## config.mk

```make
export PLATFORM = sky130hd
export DESIGN_NAME = nubus_arbiter
export DESIGN_NICKNAME = d
export VERILOG_FILES = /design/src/rtl/nubus_arbiter.sv
export SDC_FILE = /design/constraint.sdc
export NUM_CORES = 1
export LEC_CHECK = 0
export CORE_MARGIN = 1.5
export CORE_UTILIZATION = 44
export CTS_CLUSTER_DIAMETER = 200
export DETAILED_ROUTE_END_ITERATION = 10
export GPL_TIMING_DRIVEN = 1
export PLACE_DENSITY = 0.8
export SLEW_MARGIN = 20
export SYNTH_ARGS = -nofsm -noshare
export SYNTH_HDL_FRONTEND = slang
export SYNTH_SLANG_ARGS = --single-unit
```

## constraint.sdc

```tcl
create_clock -name nub_clkn -period 2.2 [get_ports nub_clkn]
set_clock_uncertainty 0.1 [all_clocks]
set_input_delay 0.66 -clock nub_clkn [delete_from_list [all_inputs] [get_ports nub_clkn]]
set_output_delay 0.66 -clock nub_clkn [all_outputs]
set_load 0.005 [all_outputs]
```

## src/rtl/nubus_arbiter.sv

```systemverilog
`default_nettype none
// ============================================================================
// Module   : nubus_arbiter
// Purpose  : Distributed NuBus arbitration contender. Drives the open-collector
//            /RQST and /ARB<3:0> lines from the card's slot ID and resolves the
//            bitwise priority contest. It hands arb_grant to the master
//            controller once the sampled /ARB value has held the card's own ID
//            for SETTLE_CYCLES consecutive clocks.
// Options  : NUBUS_ARB_FAIRNESS_EN - when defined, the card waits in FAIR after
//            its tenure until /RQST is seen released. fair_hold reports this.
// Revision : 1.0 - initial release
// ============================================================================
module nubus_arbiter #(
  parameter int unsigned SETTLE_CYCLES = 2  // legal range 1..7
) (
  input  logic       nub_clkn,
  input  logic       nub_resetn,
  input  logic [3:0] nub_idn,
  input  logic [3:0] nub_arbn,
  input  logic       nub_rqstn,
  input  logic       arbcy,
  input  logic       adrcy,
  output logic [3:0] arb_oe,
  output logic       rqst_oe,
  output logic       arb_grant,
  output logic       fair_hold
);

  // Settle target in counter width; the counter saturates at CNT_MAX.
  localparam logic [2:0] SETTLE_TARGET = 3'(SETTLE_CYCLES);
  localparam logic [2:0] CNT_MAX       = 3'd7;

  typedef enum logic [2:0] {
    S_IDLE  = 3'd0,
    S_ARB   = 3'd1,
    S_GRANT = 3'd2,
    S_OWN   = 3'd3,
    S_FAIR  = 3'd4
  } state_t;

  state_t     state_q;
  state_t     state_d;
  state_t     release_state;   // where a finished tenure or grant goes

  logic [2:0] settle_q;
  logic [2:0] settle_d;
  logic [3:0] arb_prev_q;      // /ARB sample from the previous clock

  logic [3:0] id;
  logic [3:0] arb;
  logic [3:0] contend_oe;
  logic       arb_changed;
  logic       arb_is_id;
  logic       settled;

  // Backplane lines are active-low. Work internally in positive logic.
  assign id  = ~nub_idn;
  assign arb = ~nub_arbn;

  assign arb_changed = (arb != arb_prev_q);
  assign arb_is_id   = (arb == id);

  // Fairness option: the release target and the status flag.
`ifdef NUBUS_ARB_FAIRNESS_EN
  assign release_state = S_FAIR;
  assign fair_hold     = (state_q == S_FAIR);
`else
  assign release_state = S_IDLE;
  assign fair_hold     = 1'b0;
`endif

  // Bitwise contest. Bit i is driven only if no higher bit has been lost.
  // Bit j is lost when the bus shows 1 there while our ID bit j is 0.
  // The MSB is never preempted.
  assign contend_oe[3] = id[3];

  genvar gi;
  generate
    for (gi = 0; gi < 3; gi++) begin : g_contend
      assign contend_oe[gi] = id[gi] & (&(id[3:gi+1] | ~arb[3:gi+1]));
    end
  endgenerate

  // Settle counter next value. It clears outside ARB and on any bus change.
  // It counts while the bus shows our ID and saturates at CNT_MAX.
  always_comb begin
    settle_d = settle_q;
    if ((state_q != S_ARB) || arb_changed) begin
      settle_d = 3'd0;
    end else if (arb_is_id && (settle_q != CNT_MAX)) begin
      settle_d = settle_q + 3'd1;
    end
  end

  // The grant is taken on the same edge the counter reaches its target.
  assign settled = (state_q == S_ARB) && !arb_changed && arb_is_id &&
                   (settle_d >= SETTLE_TARGET);

  // Next-state and output decode. The outputs are Moore apart from the ARB
  // contest term, which also follows the sampled bus.
  always_comb begin
    state_d   = state_q;
    arb_oe    = 4'b0000;
    rqst_oe   = 1'b0;
    arb_grant = 1'b0;

    case (state_q)
      S_IDLE: begin
        if (arbcy && !fair_hold) begin
          state_d = S_ARB;
        end
      end

      S_ARB: begin
        rqst_oe = 1'b1;
        arb_oe  = contend_oe;
        // An abort before the grant does not count as a tenure.
        if (!arbcy) begin
          state_d = S_IDLE;
        end else if (settled) begin
          state_d = S_GRANT;
        end
      end

      S_GRANT: begin
        arb_grant = 1'b1;
        rqst_oe   = 1'b1;
        arb_oe    = id;
        // A dropped arbcy wins over a same-cycle adrcy.
        if (!arbcy) begin
          state_d = release_state;
        end else if (adrcy) begin
          state_d = S_OWN;
        end
      end

      S_OWN: begin
        arb_grant = 1'b1;
        if (!arbcy) begin
          state_d = release_state;
        end
      end

      S_FAIR: begin
        // Stay off the bus until no other card is requesting.
        if (nub_rqstn) begin
          state_d = S_IDLE;
        end
      end

      default: begin
        state_d = S_IDLE;
      end
    endcase
  end

  // State, settle counter and previous-bus register, with synchronous reset.
  always_ff @(posedge nub_clkn) begin
    if (!nub_resetn) begin
      state_q    <= S_IDLE;
      settle_q   <= 3'd0;
      arb_prev_q <= 4'b0000;
    end else begin
      state_q    <= state_d;
      settle_q   <= settle_d;
      arb_prev_q <= arb;
    end
  end

endmodule
`default_nettype wire

```

# Yosys cells after proc, flatten, opt, wreduce, memory -nomap -nowiden
# Cells that the tools add are included.
[word_totals]
ff_bits = 10
latch_bits = 0
ram_bits = 0
rom_bits = 0
word_cells = 54
mem_count = 0
[op_classes]
n_addsub = 1
mul = 0
div_mod_pow = 0
n_lt_le_gt_ge = 1
n_eq_ne = 13
shift = 0
mux = 13
n_bitwise = 11
reduce_logical = 12
[op_table]
columns = ["operator", "n"]
rows = [
  ["3-bit 2-to-1 mux", 9],
  ["3-bit one-hot mux with 5 select lines", 1],
  ["3-bit inequality test, second input constant", 3],
  ["4-bit inverter", 2],
  ["4-bit one-hot mux with 2 select lines", 1],
  ["3-bit by 2-bit == test with 1-bit output, second input constant", 2],
  ["2-bit inequality test, second input constant", 3],
  ["5-bit AND reduction", 1],
  ["4-bit == test", 1],
  ["1-bit logical AND", 4],
  ["4-bit inequality test", 1],
  ["2-bit OR reduction", 2],
  ["3-bit by 1-bit adder with 3-bit output, second input constant", 1],
  ["1-bit AND", 3],
  ["3-bit by 1-bit == test with 1-bit output, second input constant", 1],
  ["3-bit == test, second input constant", 1],
  ["3-bit by 2-bit >= comparator with 1-bit output, second input constant", 1],
  ["3-bit logical NOT", 1],
  ["3-bit by 1-bit inequality test with 1-bit output, second input constant", 1],
  ["3-bit inverter", 1],
  ["3-bit OR", 1],
  ["3-bit AND reduction", 1],
  ["1-bit 2-to-1 mux", 2],
  ["2-bit inverter", 1],
  ["6 further kinds", 6],
]

# Logic depth before layout (Yosys ltp)
# Gate-level depths: netlist of the first run.
[logic_depth]
ltp_word = 10
ltp_mapped = 7

# Worst setup path before layout of the first run
# No wires, ideal clock.
[synth_path]
path_type = "input to output"
from = "in nub_arbn[3]"
to = "out arb_oe[0]"
arrival_time_ps = 1401
required_time_ps = 1440
slack_ps = 39
cell_stages = 5
path_buffers = 0
cell_sequence = "inv_1 ha_1 nor3b_1 a21oi_1 nor3b_1"
[synth_between]
elab_chain_cells = 6
[synth_rtl]
columns = ["element", "line", "rtl"]
rows = [
  ["start, declared", "19", "input logic [3:0] nub_arbn,"],
  ["4-bit inverter", "58", "assign arb = ~nub_arbn;"],
  ["3-bit inverter", "80", "assign contend_oe[gi] = id[gi] & (&(id[3:gi+1] | ~arb[3:gi+1]));"],
  ["3-bit OR", "80", ""],
  ["3-bit AND reduction", "80", ""],
  ["1-bit AND", "80", ""],
  ["4-bit one-hot mux with 2 select lines", "107", "case (state_q)"],
  ["end, declared", "23", "output logic [3:0] arb_oe,"],
]
# No other way between the ends.

# Final worst setup path of the first run
[layout_path]
from = "in nub_idn[3]"
to = "out arb_oe[0]"
[layout_between]
elab_chain_cells = 5
[layout_rtl]
columns = ["element", "line", "rtl"]
rows = [
  ["start, declared", "18", "input logic [3:0] nub_idn,"],
  ["4-bit inverter", "57", "assign id = ~nub_idn;"],
  ["3-bit OR", "80", ""],
  ["3-bit AND reduction", "80", ""],
  ["1-bit AND", "80", ""],
  ["4-bit one-hot mux with 2 select lines", "107", ""],
]
# No other way between the ends.

==> results of run 1 <==
==> power by group through the flow <==
stage                     registers, uW  clock network (uW)  logic [uW]
final                               181                 136         237
after global routing                181                 149         253
after CTS                           180                 129         203
after detailed placement            182                   0         169
after global placement              181                   0         163
after floorplan                     180                   0        83.1
==> worst max-delay path, stage by stage <==
cell and delay (ps):
buf_8 100, ha_4 160, nor3b_4 230, buf_4 150, a21oi_2 50, nor3b_2 140
buf_2 130
==> Yosys cell counts <==
cell type  instances  area share
dfxtp_1            9        0.28
a21oi_1            5       0.039
ha_1               9        0.18
inv_1              7       0.041
nand2b_1           1      0.0098
xnor2_1            2       0.028
or3b_1             1       0.014
nand2_1            6       0.035
conb_1             1      0.0059
nor3b_1            5       0.059
buf_4              1       0.012
a21boi_1           1       0.012
nand4_1            2       0.020
mux2i_1            1       0.016
nor2b_1            5       0.049
xor2_1             4       0.055
o22ai_1            1      0.0098
nor2_1             7       0.041
nor4_2             1       0.020
or2_2              1      0.0098
nand3b_1           1       0.012
or3_1              2       0.020
nand3_1            1      0.0079
o21ai_0            3       0.024
==> stage by stage <==
stage / cell area (um2) / setup TNS, ps / std cells / hold WS [ps]
detailed placement: 907 / -4150 / 120 / 391
global route: 1110 / -670 / 131 / 476
CTS: 1050 / -277 / 129 / 399
global placement: 907 / -3760 / 120 / 383
finish: 1110 / -473 / 131 / 444
floorplan: 636 / 0 / 77 / 366
==> state kept, by name (all words and copies together) (netlist names) <==
register    cells
arb_prev_q      4
settle_q        3
state_q         2
==> path summary, 6_finish.rpt <==
path | startpoint | endpoint
setup / recovery | nub_idn[3] | arb_oe[0]
hold / removal | settle_q[1]$_SDFF_PN0_ | settle_q[1]$_SDFF_PN0_
setup reg to reg | settle_q[0]$_SDFF_PN0_ | state_q[0]$_SDFFE_PN0P_
hold reg to reg | settle_q[1]$_SDFF_PN0_ | settle_q[1]$_SDFF_PN0_
==> repair_timing <==
action / CTS / global route
endpoints found under the setup margin: 6 / 7
gates resized for setup: 64 / 15
pin swaps: 8 / 8
setup buffers: 5 / 2
hold endpoints to repair: 0 / 0
==> layout by cell type, fill, tap and decap left out, types with 4 or more instances in the layout <==
master,n
buf_4,17
clkdlybuf4s50_1,5
dfxtp_1,7
ha_4,4
nand2_1,6
nor2_1,4
nor2b_1,5
nor3b_2,4
xor2_1,4
==> per-layer routing <==
| metal | vias up | GRT usage |
|---|---|---|
| met5 | - | 0 |
| li1 | 339 | - |
| met4 | 0 | 0.100 |
| met2 | 22 | 0.508 |
| met1 | 354 | 0.260 |
| met3 | 8 | 0.0652 |
==> final cells by class <==
class	count	area, um2
multi-input combinational	60	542
timing repair buffer	36	308
sequential	9	183
tap	15	18.8
inverter	7	31.3
clock buffer	4	26.3
fill	81	209
==> logic make-up (layout without fill, tap and decap cells) <==
| group | count (synthesis) | after routing |
|---|---|---|
| simple gates | 33 | 33 |
| compound gates | 10 | 10 |
| fa+ha+maj | 9 | 9 |
| flops | 9 | 9 |
| buf+inv | 8 | 47 |
| xor+xnor | 6 | 6 |
| other cells | 1 | 1 |
| mux | 1 | 1 |
==> impl_results.md, run 1 <==
- Avg Cell Area, Syn: 8.25 um2
- Sequential Power Share: 0.326
- Hold_buf cts: 0
- Synth Register Bits: 9
- Simple-Gate Fraction of Synth Area: 0.297
- Longest Clk Path Bufs: 2
- Cell count after synthesis: 77
- Failing checks: setup timing
- Crit path capture type: output port
- Worst reg2reg path depth: 7
- Root Driver: clkbuf_4
- Initial DRT Pass Iterations: 6
- DRC: 0
- Initial antenna violation count: 0
- Num rows: 13
- Hold path depth: 2
- Part of the power in the clock network: 0.246
- Netlist cell types: 24
- I/O pin total: 20
- Main combinational cell family by area after synthesis: simple AND/OR/NAND/NOR gates
- Post-Syn Area: 636 um2
- Metal3 WL: 77 um
- Port Buffers: 17
- Leakage: 0.000493 uW
- Internal power: 374 uW
- Top Metal Used: met4
- Arrival time worst endpoint: 1640 ps
- GRT overflow: 0
- Yosys Warn Count: 0
- Post-DP HPWL: 1170 um
- Nets@finish: 139
- Net Sw Power: 180 uW
- Routability Congestion: 0.754
- Seq/Total Area, Yosys: 0.283
- VDD IR max: 539 uV
- Vias after detailed routing: 723
- CTS clock-pin slew for the worst setup and hold paths: 60 ps
- H-tree levels: 1
- Routed wire per std cell: 17.5 um
- Startpoint types: input pin
- Mapped Nets: 99
- Die ar.: 1680 um2
- Fin. Hold Viols: 0
- Area Overhead vs Synth: 74.4%
- CP Max Fanout: 2
- Max Cap Viol: 0
- Combinational fraction of design power: 0.427
- Synth Area in Compound Gates: 0.0846
- Reg-to-reg setup timing slack: 180 ps
- Metal2 WL: 1190 um
- Fin crit period: 2400 ps
- GRT Util Overall: 0.262
- Adder-cell share of the synthesized area: 0.177
- XOR/XNOR Fraction of Synth Area: 0.0827
- Post-synthesis mux area share: 0.0157
- Pre-CTS setup slack: -1070 ps
- Core box area: 1320 um2
- Final max-slew violation count: 0
- Clk sinks: 9
- First-pass GRT wire length: 2840 um
- Chip height: 41.0 um
- Vias in the first global route: 688
- Via density: 5.52
- Number of routed nets with antenna violations: 0
- Final worst setup slack: -199 ps
- Skew-Pair Late Insertion Delay: 270 ps
- Initial Utilization: 0.482
- Final setup violation count: 3
- Die width: 41.0 um
- Largest net degree at the start of global routing: 9
- Final period utilization: 1.09
- Status: finished with violations
- Power Total: 554 uW
- DRT iter0 DRCs: 17
- Critical Path RT: 1440 ps
- Unrepaired setup endpoints after global routing: yes
- Fmax: 417 MHz
- CTS tree: built
- Routed met1 length: 958 um
- Share of post-route cells with drive strength above 1: 0.483
- Kind of critical path: input pin to output port
- Worst Hold Class: register to register
- Sw Share: 0.325
- Post-Route WL: 2300 um
- Util after Layout: 0.841
- # diodes: 0
- Total CTS buffers: 3
- Power density cells: 499 nW/um2
(Power assumes the default switching activity.)
==> run 2: changes to the inputs <==
- RECOVER_POWER: not set -> 25
==> impl_results.md, run 2 (synthesized netlist as in run 1, its figures left out) <==
- CTS tree: built
- Post-Route WL: 2300 um (unchanged)
- Critical Path RT: 1440 ps (about the same)
- Die width: 41.0 um (unchanged)
- # diodes: 0 (unchanged)
- Share of post-route cells with drive strength above 1: 0.483 (unchanged)
- CP Max Fanout: 2 (unchanged)
- Most frequent cells in the layout: buf_4 (17), dfxtp_1 (7), nand2_1 (6), nor2b_1 (5)
- Util after Layout: 0.841 (unchanged)
- H-tree levels: 1 (unchanged)
- Die ar.: 1680 um2 (unchanged)
- CP max stage cell: nor3b_4
- Largest stage delay, worst path: 230 ps (about the same)
- Total CTS buffers: 3 (unchanged)
- Skew-Pair Late Insertion Delay: 270 ps (about the same)
- Initial DRT Pass Iterations: 6 (unchanged)
- Post-DP HPWL: 1170 um (unchanged)
- Number of routed nets with antenna violations: 0 (unchanged)
- Initial Utilization: 0.482 (unchanged)
- Fillers: 81 (unchanged)
- CP Cell Sequence: buf_8 -> ha_4 -> nor3b_4 -> buf_4 -> a21oi_2 -> nor3b_2 -> buf_2
- GRT overflow: 0 (unchanged)
- Max Cap Viol: 0 (unchanged)
- Nets@finish: 139 (unchanged)
- Hold path depth: 2 (unchanged)
- Num rows: 13 (unchanged)
- Chip height: 41.0 um (unchanged)
- Placed insts: 120 (unchanged)
- Root Driver: clkbuf_4
- Non-Filler Instances: 131 (unchanged)
- CP Buf/Inv Count: 3 (unchanged)
- Worst Hold Class: register to register
- Core box area: 1320 um2 (unchanged)
- Status: finished with violations
- I/O pin total: 20 (unchanged)
- Vias after detailed routing: 723 (unchanged)
- Longest Clk Path Bufs: 2 (unchanged)
- Final worst setup slack: -199 ps (unchanged)
- Port Buffers: 17 (unchanged)
- Register area: 183 um2 (unchanged)
- Area Overhead vs Synth: 74.4% (unchanged)
- Worst hold margin: 444 ps (+0.00200 ps)
- Cell family with most CP delay: buffers and inverters
- Fmax: 417 MHz (unchanged)
- Worst path depth: 7 (unchanged)
- Worst reg2reg path depth: 7 (unchanged)
- Arrival time worst endpoint: 1640 ps (about the same)
- CTS clock-pin slew for the worst setup and hold paths: 60 ps (about the same)
- Routability Congestion: 0.754 (unchanged)
- Crit path capture type: output port
- Commonest non-fill, non-tap cell in the layout: buf_4
- Power density cells: 499 nW/um2 (about the same)
- Pre-CTS setup slack: -1070 ps (unchanged)
- DP Area: 907 um2 (unchanged)
- Leakage: 0.000494 uW (about the same)
- Vias in the first global route: 688 (unchanged)
- Final max-slew violation count: 0 (unchanged)
- DRT iter0 DRCs: 17 (unchanged)
- GRT Util Overall: 0.262 (unchanged)
- Final period utilization: 1.09 (unchanged)
- Failing checks: setup timing
- Kind of critical path: input pin to output port
- Clk sinks: 9 (unchanged)
- Via density: 5.52 (unchanged)
- Fin crit period: 2400 ps (unchanged)
- Largest net degree at the start of global routing: 9 (unchanged)
- Post-route cell area: 1110 um2 (unchanged)
- Area of the multi-input gates: 542 um2 (unchanged)
- Unrepaired setup endpoints after global routing: yes
- VDD IR max: 539 uV (about the same)
- Startpoint types: input pin
- Reg-to-reg setup timing slack: 180 ps (about the same)
- First-pass GRT wire length: 2840 um (unchanged)
- Largest register FFs: 4 (unchanged)
- Initial antenna violation count: 0 (unchanged)
- Final setup violation count: 3 (unchanged)
- Routed wire per std cell: 17.5 um (unchanged)
- Largest register by flop count: arb_prev_q
- Biggest regs: arb_prev_q x4, settle_q x3, state_q x2
- Fin. Hold Viols: 0 (unchanged)
- DRC: 0 (unchanged)
-- run 2: cell types whose count changed in the layout (fill, tap and decap cells not counted), sizes merged --
| cell | change |
|---|---|
| clkdlybuf4s50 | -1 |
| dlygate4sd3 | +1 |
-- run 2: through the flow --
| step | setup TNS [ps] | power [uW] |
|---|---|---|
| global route | -670 | 583 |
| global placement | -3760 | 344 |
| detailed placement | -4150 | 351 |
| floorplan | 0 | 264 |
| finish | -473 | 553 |
| CTS | -277 | 512 |
-- run 2: what timing repair did --
action                                  4_1_cts  5_1_grt
hold buffers                                  0        0
endpoints found under the setup margin        6        7
pin swaps                                     8        8
resized for setup                            64       15
buffers inserted                              5        2
-- run 2: routing by layer --
layer  up-vias  wire (um)  part of all wire  global-route usage
met5         -          0                 0                   0
met4         0         74             0.032               0.100
met3         8         77             0.034              0.0652
met2        22       1190              0.52               0.508
met1       354        958              0.42               0.260
li1        339          -                 -                   -
-- run 2: report_power, final --
| part | internal (uW) | switching [uW] |
|---|---|---|
| clock | 70.2 | 66.0 |
| sequential | 173 | 7.71 |
| combinational | 130 | 106 |
-- run 2: final timing paths --
kind | from | endpoint
setup / recovery | nub_idn[3] | arb_oe[0]
hold / removal | settle_q[1]$_SDFF_PN0_ | settle_q[1]$_SDFF_PN0_
setup reg to reg | settle_q[0]$_SDFF_PN0_ | state_q[0]$_SDFFE_PN0P_
hold reg to reg | settle_q[1]$_SDFF_PN0_ | settle_q[1]$_SDFF_PN0_
-- run 2: cell type report --
type | instances | area share
multi-input combinational | 60 | 0.489
clock buffer | 4 | 0.0237
inverter | 7 | 0.0282
tap | 15 | 0.0169
timing repair buffer | 36 | 0.278
sequential | 9 | 0.165
-- run 2: tightest hold or removal path, stage by stage (launching register included) --
cell     delay [ps]
dfxtp_1         330
o21ai_0          80
a21oi_1          80
==> run 3: changes to the inputs <==
- CORE_MARGIN: 1.5 -> not set
==> impl_results.md, run 3 (synthesized netlist as in run 1, its figures left out) <==
- Initial DRT Pass Iterations: 5 (-1)
- Part of the power in the clock network: 0.252 (+0.006)
- CTS clock-pin slew for the worst setup and hold paths: 60 ps (about the same)
- Initial Utilization: 0.482 (unchanged)
- Biggest regs: arb_prev_q x4, settle_q x3, state_q x2
- Power density cells: 503 nW/um2 (+0.78%)
- Commonest non-fill, non-tap cell in the layout: buf_4
- Area Overhead vs Synth: 67.7%
- Die width: 40.0 um (-2.4%)
- Internal power: 367 uW (-1.7%)
- Longest Clk Path Bufs: 2 (unchanged)
- Fin crit period: 2300 ps (-100 ps)
- DRT iter0 DRCs: 13 (-4)
- Status: finished with violations
- Net Sw Power: 169 uW (-6.1%)
- Arrival time worst endpoint: 1540 ps (-100 ps)
- Root Driver: clkbuf_4
- Share of post-route cells with drive strength above 1: 0.434 (-0.0491)
- Fmax: 435 MHz (+4.3%)
- CP Max Fanout: 2 (unchanged)
- Pre-CTS setup slack: -1000 ps (+65.6 ps)
- Failing checks: setup timing
- Critical Path RT: 1440 ps (about the same)
- Vias in the first global route: 592 (-14%)
- Crit path capture type: output port
- Leakage: 0.000459 uW (-7.0%)
- Startpoint types: input pin
- Num rows: 13 (unchanged)
- Routed wire per std cell: 14.6 um (-17%)
- Die ar.: 1600 um2 (-4.8%)
- Nets@finish: 136 (-2.2%)
- Final worst setup slack: -99.5 ps (+100 ps)
- Via density: 5.30 (-4.0%)
- Largest register FFs: 4 (unchanged)
- Sw Share: 0.315 (-0.00998)
- CTS tree: built
- Post-route cell area: 1070 um2 (-3.8%)
- Sequential Power Share: 0.340 (+0.013)
- Fin. Hold Viols: 0 (unchanged)
- Skew-Pair Late Insertion Delay: 270 ps (about the same)
- Combinational fraction of design power: 0.408 (-0.019)
- Final setup violation count: 3 (unchanged)
- Final period utilization: 1.05 (-0.0454)
- Port Buffers: 17 (unchanged)
- Chip height: 40.0 um (-2.4%)
- DRC: 0 (unchanged)
- Initial antenna violation count: 0 (unchanged)
- Post-DP HPWL: 1080 um (-7.8%)
- Max Cap Viol: 0 (unchanged)
- Reg-to-reg setup timing slack: 240 ps (+60 ps)
- H-tree levels: 1 (unchanged)
- I/O pin total: 20 (unchanged)
- Post-Route WL: 1870 um (-19%)
- Routability Congestion: 0.743 (-1.5%)
- Vias after detailed routing: 678 (-6.2%)
- # diodes: 0 (unchanged)
- Largest net degree at the start of global routing: 9 (unchanged)
- GRT Util Overall: 0.244 (-0.0179)
- Most frequent cells in the layout: buf_4 (16), dfxtp_1 (7), nor2_1 (6), nand2_1 (6)
- Fillers: 72 (-11%)
- Worst hold margin: 404 ps (-39.9 ps)
- Register area: 185 um2 (+1.4%)
- Area of the multi-input gates: 520 um2 (-3.9%)
- Final max-slew violation count: 0 (unchanged)
- Hold_buf cts: 0 (unchanged)
- Worst Hold Class: register to register
- First-pass GRT wire length: 2600 um (-8.5%)
- Core box area: 1320 um2 (unchanged)
- GRT overflow: 0 (unchanged)
- Largest register by flop count: arb_prev_q
- VDD IR max: 349 uV (-35%)
- Clk sinks: 9 (unchanged)
- Util after Layout: 0.809 (-0.0323)
- Number of routed nets with antenna violations: 0 (unchanged)
- Total CTS buffers: 3 (unchanged)
- Kind of critical path: input pin to output port
- Unrepaired setup endpoints after global routing: yes
- DP Area: 907 um2 (unchanged)
run 3: changes by cell type in the layout (fill, tap and decap cells not counted), moves of 2 or more:
cell	previous run	this run
nor2_4	2	0
buf_6	3	0
nor3b_1	0	2
dlygate4sd2_1	3	1
clkdlybuf4s15_1	0	2
nor2_1	4	6
nor3b_2	4	2
run 3: worst max-delay path, stage by stage:
cell and delay [ps]:
buf_8 100, ha_4 160, nor3b_4 240, nor2_1 70, nor3b_1 170, buf_2 140
run 3: power by group through the flow:
stage          clock (uW)  sequential [uW]  combinational [uW]
5_1_grt               149              183                 239
2_1_floorplan           0              180                83.1
3_5_place_dp            0              181                 167
6_report              135              182                 219
4_1_cts               129              179                 196
3_3_place_gp            0              181                 163
run 3: layout make-up:
| type | count | area share |
|---|---|---|
| multi-input combinational | 60 | 0.488 |
| sequential | 9 | 0.174 |
| tap | 15 | 0.0176 |
| timing repair buffer | 33 | 0.266 |
| clock buffer | 4 | 0.0246 |
| inverter | 7 | 0.0293 |
run 3: path summary, 6_finish.rpt:
path                                             start                       to  cells past startpoint
worst min-delay path            settle_q[1]$_SDFF_PN0_   settle_q[1]$_SDFF_PN0_                      2
worst max-delay path                        nub_idn[3]                arb_oe[1]                      6
worst min register to register  settle_q[1]$_SDFF_PN0_   settle_q[1]$_SDFF_PN0_                      2
worst max register to register  settle_q[0]$_SDFF_PN0_  state_q[0]$_SDFFE_PN0P_                      7
run 3: repair_timing:
item / in CTS / in global routing
pin swaps: 8 / 6
endpoints found under the setup margin: 6 / 6
resized for setup: 62 / 14
buffers inserted: 4 / 0
run 3: metal layers:
layer  GRT usage  vias up  share of wire
li1            -      330              -
met1       0.302      317           0.41
met2       0.444       27           0.53
met3      0.0333        4          0.035
met4      0.0517        0          0.015
met5           0        -              0
run 3: per-stage QoR:
step	setup TNS (ps)	std cells	power (uW)
after global placement	-3750	120	344
after global routing	-365	128	571
after detailed placement	-4120	120	348
after floorplan	0	77	264
final	-198	128	536
after CTS	-110	128	504
